**src/rtl/remap_ctrl_pkg.sv**
```systemverilog
// Shared types and constants for the RGB remap mode controller.
package remap_ctrl_pkg;

  // Controller states.
  typedef enum logic [1:0] {
    StIdle   = 2'd0,
    StArmed  = 2'd1,
    StSettle = 2'd2
  } state_e;

  // Mode bus field positions: [3] bypass, [2] invert, [1:0] LUT bank.
  localparam int unsigned MODE_BYPASS   = 3;
  localparam int unsigned MODE_INVERT   = 2;
  localparam int unsigned MODE_BANK_MSB = 1;
  localparam int unsigned MODE_BANK_LSB = 0;

  // Bypass with bank 0.
  localparam logic [3:0] RESET_MODE_DEFAULT = 4'b1000;

  // Same mode with bypass forced on, shown while the ROM pipeline refills.
  function automatic logic [3:0] force_bypass(input logic [3:0] mode);
    logic [3:0] m;
    m = mode;
    m[MODE_BYPASS] = 1'b1;
    return m;
  endfunction

  // Same mode with the LUT bank advanced by one, wrapping 3 -> 0.
  function automatic logic [3:0] advance_bank(input logic [3:0] mode);
    logic [3:0] m;
    m = mode;
    m[MODE_BANK_MSB:MODE_BANK_LSB] = mode[MODE_BANK_MSB:MODE_BANK_LSB] + 2'd1;
    return m;
  endfunction

endpackage

```
**src/rtl/vsync_edge_det.sv**
```systemverilog
// Rising-edge detector for frame sync. The history register resets high so
// that a sync level already present at reset release is not seen as an edge.
module vsync_edge_det (
  input  logic clk_i,
  input  logic rst_ni,
  input  logic vsync_i,
  output logic frame_start_o
);

  logic vsync_q;

  // Remember last cycle's sync level.
  always_ff @(posedge clk_i or negedge rst_ni) begin
    if (!rst_ni) begin
      vsync_q <= 1'b1;
    end else begin
      vsync_q <= vsync_i;
    end
  end

  assign frame_start_o = vsync_i & ~vsync_q;

endmodule

```
**src/rtl/remap_mode_ctrl.sv**
```systemverilog
// Mode sequencer for the per-channel RGB remap LUT stage. Host requests are
// applied only at frame start, followed by a forced-bypass settle window.
// Optional automatic bank cycling is built when REMAP_MODE_CTRL_AUTO_CYCLE_EN
// is defined; otherwise auto_en and auto_period are ignored.
module remap_mode_ctrl
  import remap_ctrl_pkg::*;
#(
  parameter int unsigned SETTLE_CYCLES = 2,
  parameter logic [3:0]  RESET_MODE    = RESET_MODE_DEFAULT,
  parameter int unsigned PERIOD_W      = 8
) (
  input  logic                pixclk,
  input  logic                rst_n,
  input  logic                vsync_in,
  input  logic [3:0]          host_mode,
  input  logic                host_valid,
  output logic                host_ready,
  input  logic                auto_en,
  input  logic [PERIOD_W-1:0] auto_period,
  output logic [3:0]          mode_out,
  output logic                mode_update,
  output logic                busy
);

  localparam int unsigned SettleW = (SETTLE_CYCLES > 1) ? $clog2(SETTLE_CYCLES) : 1;
  localparam logic [SettleW-1:0] SettleLoad = SettleW'(SETTLE_CYCLES - 1);

  state_e              state_q, state_d;
  logic [3:0]          mode_q, mode_d;
  logic [3:0]          pending_q, pending_d;
  logic [SettleW-1:0]  settle_q, settle_d;
  logic                update_q, update_d;
  logic                frame_start;
  logic                accept;
  logic                auto_hit;

  vsync_edge_det u_vsync_edge_det (
    .clk_i         (pixclk),
    .rst_ni        (rst_n),
    .vsync_i       (vsync_in),
    .frame_start_o (frame_start)
  );

  // Held low during reset so nothing is accepted before the controller runs.
  assign host_ready = (state_q == StIdle) & rst_n;
  assign accept     = host_valid & host_ready;

`ifdef REMAP_MODE_CTRL_AUTO_CYCLE_EN
  logic [PERIOD_W-1:0] frame_cnt_q, frame_cnt_d;
  logic                auto_on;
  logic [PERIOD_W-1:0] period_last;

  assign auto_on     = auto_en & (auto_period != '0);
  assign period_last = auto_period - 1'b1;
  // Host accept has priority, so the trigger is suppressed in its cycle.
  assign auto_hit    = (state_q == StIdle) & auto_on & frame_start & ~accept &
                       (frame_cnt_q == period_last);

  // Frame counter: counts frame starts in IDLE, clears on accept, on a trigger
  // and when it already sits past a shortened period.
  always_comb begin
    frame_cnt_d = frame_cnt_q;
    if (state_q == StIdle) begin
      if (accept || !auto_on) begin
        frame_cnt_d = '0;
      end else if (frame_start) begin
        if (frame_cnt_q >= period_last) begin
          frame_cnt_d = '0;
        end else begin
          frame_cnt_d = frame_cnt_q + 1'b1;
        end
      end
    end
  end

  // Frame counter register.
  always_ff @(posedge pixclk or negedge rst_n) begin
    if (!rst_n) begin
      frame_cnt_q <= '0;
    end else begin
      frame_cnt_q <= frame_cnt_d;
    end
  end
`else
  logic unused_auto;

  assign auto_hit    = 1'b0;
  assign unused_auto = ^{auto_en, auto_period};
`endif

  // Next-state and mode sequencing.
  always_comb begin
    state_d   = state_q;
    mode_d    = mode_q;
    pending_d = pending_q;
    settle_d  = settle_q;
    update_d  = 1'b0;
    case (state_q)
      StIdle: begin
        if (accept) begin
          // A frame start in this cycle is deliberately not used.
          pending_d = host_mode;
          state_d   = StArmed;
        end else if (auto_hit) begin
          pending_d = advance_bank(mode_q);
          mode_d    = force_bypass(advance_bank(mode_q));
          settle_d  = SettleLoad;
          state_d   = StSettle;
        end
      end
      StArmed: begin
        if (frame_start) begin
          mode_d   = force_bypass(pending_q);
          settle_d = SettleLoad;
          state_d  = StSettle;
        end
      end
      StSettle: begin
        // Frame starts here are ignored; the window is never restarted.
        if (settle_q == '0) begin
          mode_d   = pending_q;
          update_d = 1'b1;
          state_d  = StIdle;
        end else begin
          settle_d = settle_q - 1'b1;
        end
      end
      default: begin
        state_d = StIdle;
      end
    endcase
  end

  // State and mode registers.
  always_ff @(posedge pixclk or negedge rst_n) begin
    if (!rst_n) begin
      state_q   <= StIdle;
      mode_q    <= RESET_MODE;
      pending_q <= '0;
      settle_q  <= '0;
      update_q  <= 1'b0;
    end else begin
      state_q   <= state_d;
      mode_q    <= mode_d;
      pending_q <= pending_d;
      settle_q  <= settle_d;
      update_q  <= update_d;
    end
  end

  assign mode_out    = mode_q;
  assign mode_update = update_q;
  assign busy        = (state_q != StIdle);

endmodule
```
**config.mk**
```make
export PLATFORM = sky130hd
export DESIGN_NAME = remap_mode_ctrl
export DESIGN_NICKNAME = d
export VERILOG_FILES = /design/src/rtl/remap_ctrl_pkg.sv /design/src/rtl/vsync_edge_det.sv /design/src/rtl/remap_mode_ctrl.sv
export SDC_FILE = /design/constraint.sdc
export NUM_CORES = 1
export LEC_CHECK = 0
export CAP_MARGIN = 5
export CORE_MARGIN = 10
export CORE_UTILIZATION = 40
export CTS_CLUSTER_SIZE = 12
export DETAILED_ROUTE_END_ITERATION = 6
export PLACE_DENSITY = 0.78
export SYNTH_ARGS = -nofsm -noshare
export SYNTH_HDL_FRONTEND = slang
export SYNTH_SLANG_ARGS = --single-unit
```
**constraint.sdc**
```tcl
create_clock -name pixclk -period 1.7 [get_ports pixclk]
set_clock_uncertainty 0.2 [all_clocks]
set_input_delay 0.34 -clock pixclk [delete_from_list [all_inputs] [get_ports pixclk]]
set_output_delay 0.34 -clock pixclk [all_outputs]
set_load 0.01 [all_outputs]
```
Word level (Yosys, flattened, before mapping)
Index checks and enable logic that the tools add are counted.
{"block": "op_classes", "n_addsub": 1, "eq_ne": 5, "n_mux": 12, "bitwise": 4, "reduce_logical": 7}
{"operator": "$mux W4", "n": 2}
{"operator": "$pmux W4 S2", "n": 1}
{"operator": "$mux W2", "n": 3}
{"operator": "$ne A2 B2 Y1 const B", "n": 3}
{"operator": "$pmux W2 S3", "n": 1}
{"operator": "$reduce_and A3 Y1", "n": 2}
{"operator": "$mux W1", "n": 4}
{"operator": "$reduce_and A2 Y1", "n": 2}
{"operator": "$reduce_bool A2 Y1", "n": 2}
{"operator": "$and A1 B1 Y1", "n": 3}
{"operator": "$eq A2 B1 Y1 const B", "n": 1}
{"operator": "$eq A2 B2 Y1 const B", "n": 1}
{"operator": "$logic_not A2 Y1", "n": 1}
{"operator": "$pmux W1 S2", "n": 1}
{"operator": "$not A1 Y1", "n": 1}
{"operator": "$sub A1 B1 Y1 const B", "n": 1}
{"block": "totals", "ff_bits": 13, "inputBits": 17, "out_inout_bits": 7, "word_cells": 35}

Longest topological paths before layout
Gate-level depths: netlist (run 1).
{"block": "depth", "depth_word": 5, "depth_mapped": 5, "depth_no_buf": 3}

By module
Synthesis (run 1) repeated with hierarchy kept, for this count alone.
{"block": "unflattened", "hier_cells": 60, "hier_area_um2": 661.9}
{"module": "remap_mode_ctrl", "instances": 1, "cells_per_inst": 58, "area_each_um2": 621.8, "seq_area_each_um2": 301.5}
{"module": "vsync_edge_det", "instances": 1, "cells_per_inst": 2, "area_each_um2": 40.0, "seq_area_each_um2": 26.3}

Least setup slack after synthesis (run 1)
OpenSTA, ideal clock, no wires.
{"block": "synth_timing", "path_type": "register -> register", "start": "register state_q[0]", "end": "register pending_q[0]", "setup_ns": 0.125, "arrival_time_ns": 1.320, "t_required_ns": 1.375, "path_slack_ns": 0.055, "path_stages_with_launch": 6, "path_buffers": 2, "synth_period_minus_slack_ns": 1.645, "path_cell_list": "dfrtp_1 buf_6 nor3b_2 and2_1 buf_6 mux2_4"}
{"block": "synth_between", "elab_chain_len": 4}
{"element": "start, declared", "line": "remap_mode_ctrl.sv:28", "rtl": "state_e state_q, state_d;"}
{"element": "start signal, assigned", "line": "remap_mode_ctrl.sv:137", "rtl": "state_q <= StIdle;"}
{"element": "start signal, assigned", "line": "remap_mode_ctrl.sv:143", "rtl": "state_q <= state_d;"}
{"element": "$logic_not A2 Y1", "line": "remap_mode_ctrl.sv:45", "rtl": "assign host_ready = (state_q == StIdle) & rst_n;"}
{"element": "$and A1 B1 Y1", "line": "remap_mode_ctrl.sv:45"}
{"element": "net host_ready", "line": "remap_mode_ctrl.sv:17", "rtl": "output logic host_ready,"}
{"element": "$and A1 B1 Y1", "line": "remap_mode_ctrl.sv:46", "rtl": "assign accept = host_valid & host_ready;"}
{"element": "$reduce_and A2 Y1 (no source line)"}
{"element": "end signal, assigned", "line": "remap_mode_ctrl.sv:145", "rtl": "pending_q <= pending_d;"}
{"element": "end, declared", "line": "remap_mode_ctrl.sv:30", "rtl": "logic [3:0] pending_q, pending_d;"}
The timed path passes the listed nets, and every way through them passes these cells.
A chain may end at the register's enable or synchronous reset.

Worst setup path in the final report (run 1)
{"block": "layout_timing", "start": "register mode_q[3], in the netlist mode_out[3]", "end": "output port mode_out[3]"}
{"element": "start, declared", "line": "remap_mode_ctrl.sv:29", "rtl": "logic [3:0] mode_q, mode_d;"}
{"element": "start signal, assigned", "line": "remap_mode_ctrl.sv:144", "rtl": "mode_q <= mode_d;"}
{"element": "end, declared", "line": "remap_mode_ctrl.sv:20", "rtl": "output logic [3:0] mode_out,"}
No word-level cell between the ends.

==> impl_metrics.ini, run 1 <==
[floorplan]
initial_core_util_pct = 43.7
dieArea_mm2 = 0.00341
io_pins = 24
rows = 13
die_h_um = 58.4
coreArea_mm2 = 0.00135
die_x_um = 58.4

[sta]
min_period_ns = 1.62
tightest_slew_ns = 0.315
hold_viol = 0
grt_setup_unrepaired = false
fmaxAchievable_ghz = 0.618
fin_crit_sh_pct = 95.2
finalSetupViolations = 0
slew_headroom_pct = 78.8
worst_slack_ns = 0.0820
drv_slew = 0

[setup_path]
crit_path_max_incr_delay_ns = 0.53
crit_slowest_cell = dfstp_2
crit_fanout = 2
crit_path_end_kind = output pin
path_buf_inv = 1
arrival_ns = 1.08
required_ns = 1.16
crit_chain = dlygate4sd2_1
crit_path_start_kind = flip-flop
crit_type = flip-flop to output pin
path_delay_family = flip-flops

[pwr]
power_density_mw_per_mm2 = 1580
switchingPower_uw = 397
power.share.clock_pct = 15.2
p_int_uw = 881
ir_drop_mv = 0.707
sw_frac_of_total_pct = 31.1
p_leak_nw = 0.396
p_seq_share_pct = 41.6
power_mw = 1.28
pwr-share-comb_pct = 43.3

[synthesis]
synth_top_area_cell = dfrtp_1
synth.distinct_cells = 17
ys_warn_count = 0
syn_nets = 56
syn_area_um2 = 591
synth_area_leaders = dfrtp_1 47%, mux2_4 18%, dfstp_2 8.9%, buf_6 3.8%, nor3b_4 3.2%
ys.flop_type = dfrtp_1
synth_top_cells_by_count = 11 x dfrtp_1, 7 x mux2_4, 3 x inv_1
yosysSeqAreaShare_pct = 55.5
synth_top_area_share_pct = 46.6
synth_edf_count = 0
synth.avg_cell_area_um2 = 15.1
yosysMostFrequentCell = dfrtp_1
synthArstFlopShare_pct = 100
ys_seq_elements = 13
synth_cells = 39

[placed_design]
dpl_worst_slack_ns = -0.453
dp_hpwl_um = 837
gp_congestion = 0.760
io_buffers = 14

[global_routing]
grt_max_degree = 14
grt_use_total_pct = 7.14
grt_pass1_vias = 397
grt_pass1_wl_um = 1860
overflow = 0
antenna_found_initial = 0

[min_path]
worstHoldPathType = flip-flop to flip-flop

[outcome]
status = finished clean

[detailed_routing]
viasPerCell = 5.06
wl_um = 1080
vias = 390
antenna_left = 0
drt_iter0_drc = 8
drt_first_pass_iters = 2
drc = 0
wl_per_cell_um = 14.0

[final_layout]
area_growth_pct = 36.7
fillCellCount = 125
drive_above_1_share_pct = 41.9
num-nets-final = 80
antenna_cells = 0

[clock_network]
cts_max_level = 1
clock_sinks = 13
cts_root_buf = clkbuf_4
cts_tree = built
path_clk_slew_ns = 0.08
cts_buffers = 3
clock_path_buffers = 2
insertion_delay_ns = 0.28

[flow_run]
cap_violations = 0
## flip-flops by register name, indices dropped and copies added (netlist names)
register                  cells
settle_q                      1
pending_q                     4
mode_update                   1
state_q                       2
u_vsync_edge_det.vsync_q      1
mode_out                      4
## layout make-up
type                            count  area [µm²]  share of cell area (%)
Inverter                            3        11.3                    1.40
Tap cell                           15        18.8                    2.33
Timing Repair Buffer               21         194                    24.0
Multi-Input combinational cell     21         229                    28.4
Sequential cell                    13         328                    40.6
Clock buffer                        4        26.3                    3.26
## worst paths after layout
path / start / endpoint / slack [ns] / cells after the start
max in group asynchronous: rst_n / u_vsync_edge_det.vsync_q$_DFF_PN1_ / 0.59 / 3
min in group asynchronous: rst_n / mode_update$_DFF_PN0_ / 0.48 / 3
worst min register to register: mode_out[0]$_DFFE_PN0P_ / mode_out[0]$_DFFE_PN0P_ / 0.31 / 1
worst min-delay path: mode_out[0]$_DFFE_PN0P_ / mode_out[0]$_DFFE_PN0P_ / 0.31 / 1
worst max-delay path: mode_out[3]$_DFFE_PN1P_ / mode_out[3] / 0.08 / 1
worst max register to register: state_q[0]$_DFFE_PN0P_ / mode_out[0]$_DFFE_PN0P_ / 0.15 / 4
## cells in the final DEF (no fill, tap or decap), types with 2 or more instances in the layout
cell type | synthesis | layout
dlygate4sd2_1 | 0 | 5
nor2_1 | 2 | 2
dfrtp_1 | 11 | 11
a31o_2 | 2 | 2
mux2_4 | 7 | 7
clkdlybuf4s50_1 | 0 | 6
buf_4 | 0 | 5
inv_1 | 3 | 3
clkbuf_4 | 0 | 3
dfstp_2 | 2 | 2
## metal layers
layer	vias up	part of all wire, %	GRT usage, %
li1	181	-	-
met1	191	46	8.64
met2	14	41	8.95
met3	4	9.3	3.00
met4	0	3.5	7.05
met5	-	0	0
## metrics by stage
| step | instances | cell area [µm²] | utilization (%) | hold WS [ns] | TNS (ns) |
|---|---|---|---|---|---|
| after floorplan | 39 | 591 | - | -0.156 | 0 |
| after global placement | 72 | 785 | 58.1 | 0.292 | -1.73 |
| after detailed placement | 72 | 785 | 58.1 | 0.298 | -1.83 |
| after CTS | 77 | 808 | 59.9 | 0.314 | 0 |
| after global routing | 77 | 807 | 59.8 | 0.333 | 0 |
| final | 77 | 807 | 59.8 | 0.309 | 0 |
## power by group through the flow
stage	clock, mW	sequential, mW	combinational [mW]
after floorplan	0	0.546	0.362
final	0.194	0.531	0.553
after detailed placement	0	0.542	0.615
after CTS	0.200	0.533	0.568
after global routing	0.220	0.553	0.603
after global placement	0	0.537	0.601
## timing repair
action / in CTS / in global routing
pin swaps: 0 / 1
hold buffers: 1 / 0
gates resized for setup: 10 / 3
setup buffers: 0 / 0
setup endpoints to repair: 6 / 2
hold endpoints to repair: 11 / 0
## kinds of logic after synthesis
logic type             count (synthesis)  share of synthesized area (%)
buffers and inverters                  5                           5.72
and+or+nand+nor                       10                           15.3
AOI/OAI and AO/OA                      4                           5.72
DFF                                   13                           55.5
muxes                                  7                           17.8
No activity file was read; power rests on OpenSTA's default activity.
==> inputs of run 2 (changes only) <==
- CORE_UTILIZATION: 40 -> 43
- CTS_BUF_LIST: not set -> sky130_fd_sc_hd__clkbuf_8
- PLACE_DENSITY: 0.78 -> 0.83
==> impl_metrics.ini, run 2 (same netlist as run 1, synthesis figures left out) <==
[global_routing]
overflow = 0
grt_use_total_pct = 7.91
antenna_found_initial = 0
grt_pass1_vias = 444
grt_pass1_wl_um = 2060
grt_max_degree = 14

[clock_network]
path_clk_slew_ns = 0.05
clock_sinks = 13
cts_setup_buffers = 0
insertion_delay_ns = 0.25
clock_path_buffers = 2
cts_tree = built
cts_buffers = 3
cts_root_buf = clkbuf_8
cts_max_level = 1

[setup_path]
path_buf_inv = 1
arrival_ns = 1.09
path_delay_family = buffers and inverters
required_ns = 1.16
crit_path_start_kind = flip-flop
crit_path_end_kind = output pin
crit_slowest_cell = clkdlybuf4s50_1
crit_path_max_incr_delay_ns = 0.53
crit_fanout = 1
crit_type = flip-flop to output pin
crit_chain = clkdlybuf4s50_1

[sta]
min_period_ns = 1.63
drv_slew = 0
fin_setup_tns_ns = 0
fin_crit_sh_pct = 95.9
hold_viol = 0
fmaxAchievable_ghz = 0.613
slew_headroom_pct = 82.1
finalSetupViolations = 0
hold_ws_ns = 0.311
grt_setup_unrepaired = false
tightest_slew_ns = 0.266

[detailed_routing]
drt_first_pass_iters = 2
drt_iter0_drc = 1
viasPerCell = 4.76
wl_um = 1180
vias = 371
drc = 0
antenna_left = 0
wl_per_cell_um = 15.2

[flow_run]
cap_violations = 0

[pwr]
power_density_mw_per_mm2 = 1670
ir_drop_mv = 0.804
p_leak_nw = 0.408

[placed_design]
io_buffers = 14
post_dp_cell_area_um2 = 787
gp_congestion = 0.722
dp_hpwl_um = 897

[floorplan]
dieArea_mm2 = 0.00326
rows = 13
die_x_um = 57.1
die_h_um = 57.1
coreArea_mm2 = 0.00130
io_pins = 24
initial_core_util_pct = 45.4

[final_layout]
final_cell_mix = 11 x dfrtp_1, 7 x mux2_4, 7 x clkdlybuf4s50_1, 7 x buf_4, 4 x inv_1
fillCellCount = 108
layout_commonest_cell = dfrtp_1
fin_area_um2 = 826
antenna_cells = 0
num-nets-final = 81
post-route-util_pct = 63.5
drive_above_1_share_pct = 42.9
area_growth_pct = 39.8

[outcome]
status = finished clean

[min_path]
worstHoldPathType = flip-flop to flip-flop
==> run 2: cell count changes in the layout (fill, tap and decap cells not counted), sizes merged <==
| cell | before | now |
|---|---|---|
| dlymetal6s2s | 1 | 2 |
| buf | 7 | 9 |
| clkbuf | 5 | 3 |
| dlygate4sd2 | 5 | 3 |
| inv | 3 | 4 |
| clkdlybuf4s50 | 6 | 7 |
==> run 2: cell type report <==
type / count / area, µm² / share of cell area, %
Clock buffer: 3 / 41.3 / 5.00
Timing Repair Buffer: 22 / 194 / 23.5
Multi-Input combinational cell: 21 / 229 / 27.7
Sequential cell: 13 / 328 / 39.7
Tap cell: 15 / 18.8 / 2.27
Inverter: 3 / 11.3 / 1.36
Clock inverter: 1 / 3.75 / 0.455
==> run 2: through the flow <==
| step | instances | power, mW | setup WS (ns) |
|---|---|---|---|
| after global placement | 74 | 1.16 | -0.421 |
| after detailed placement | 74 | 1.18 | -0.419 |
| final | 78 | 1.38 | 0.0697 |
| after global routing | 78 | 1.48 | 0.0301 |
| after floorplan | 39 | 0.908 | 0.0546 |
| after CTS | 79 | 1.43 | 0.00950 |
==> run 2: per-layer routing <==
metal	wire length [µm]	track usage [%]	up-vias	part of all wire (%)
li1	-	-	181	-
met1	500	8.21	176	42
met2	571	13.0	12	48
met3	93	4.42	2	7.9
met4	17	3.02	0	1.4
met5	0	0	-	0
==> run 2: final timing paths <==
| path | start | endpoint | slack (ns) | depth (start not counted) |
|---|---|---|---|---|
| setup reg to reg | state_q[0]$_DFFE_PN0P_ | mode_out[2]$_DFFE_PN0P_ | 0.11 | 4 |
| max in group asynchronous | rst_n | u_vsync_edge_det.vsync_q$_DFF_PN1_ | 0.50 | 3 |
| min in group asynchronous | rst_n | pending_q[0]$_DFFE_PN0P_ | 0.57 | 3 |
| hold reg to reg | mode_out[2]$_DFFE_PN0P_ | mode_out[2]$_DFFE_PN0P_ | 0.31 | 1 |
| setup / recovery | mode_update$_DFF_PN0_ | mode_update | 0.07 | 1 |
| hold / removal | mode_out[2]$_DFFE_PN0P_ | mode_out[2]$_DFFE_PN0P_ | 0.31 | 1 |
==> run 2: what timing repair did <==
action	4_1_cts	5_1_grt
pin swaps	0	1
endpoints found under the hold margin	11	0
hold buffers	1	0
gates resized for setup	11	2
setup endpoints to repair	4	5
==> run 2: where the power goes <==
part | total [mW] | switching, mW | internal (mW)
registers | 0.542 | 0.0967 | 0.445
clock network | 0.275 | 0.115 | 0.160
logic | 0.564 | 0.203 | 0.361
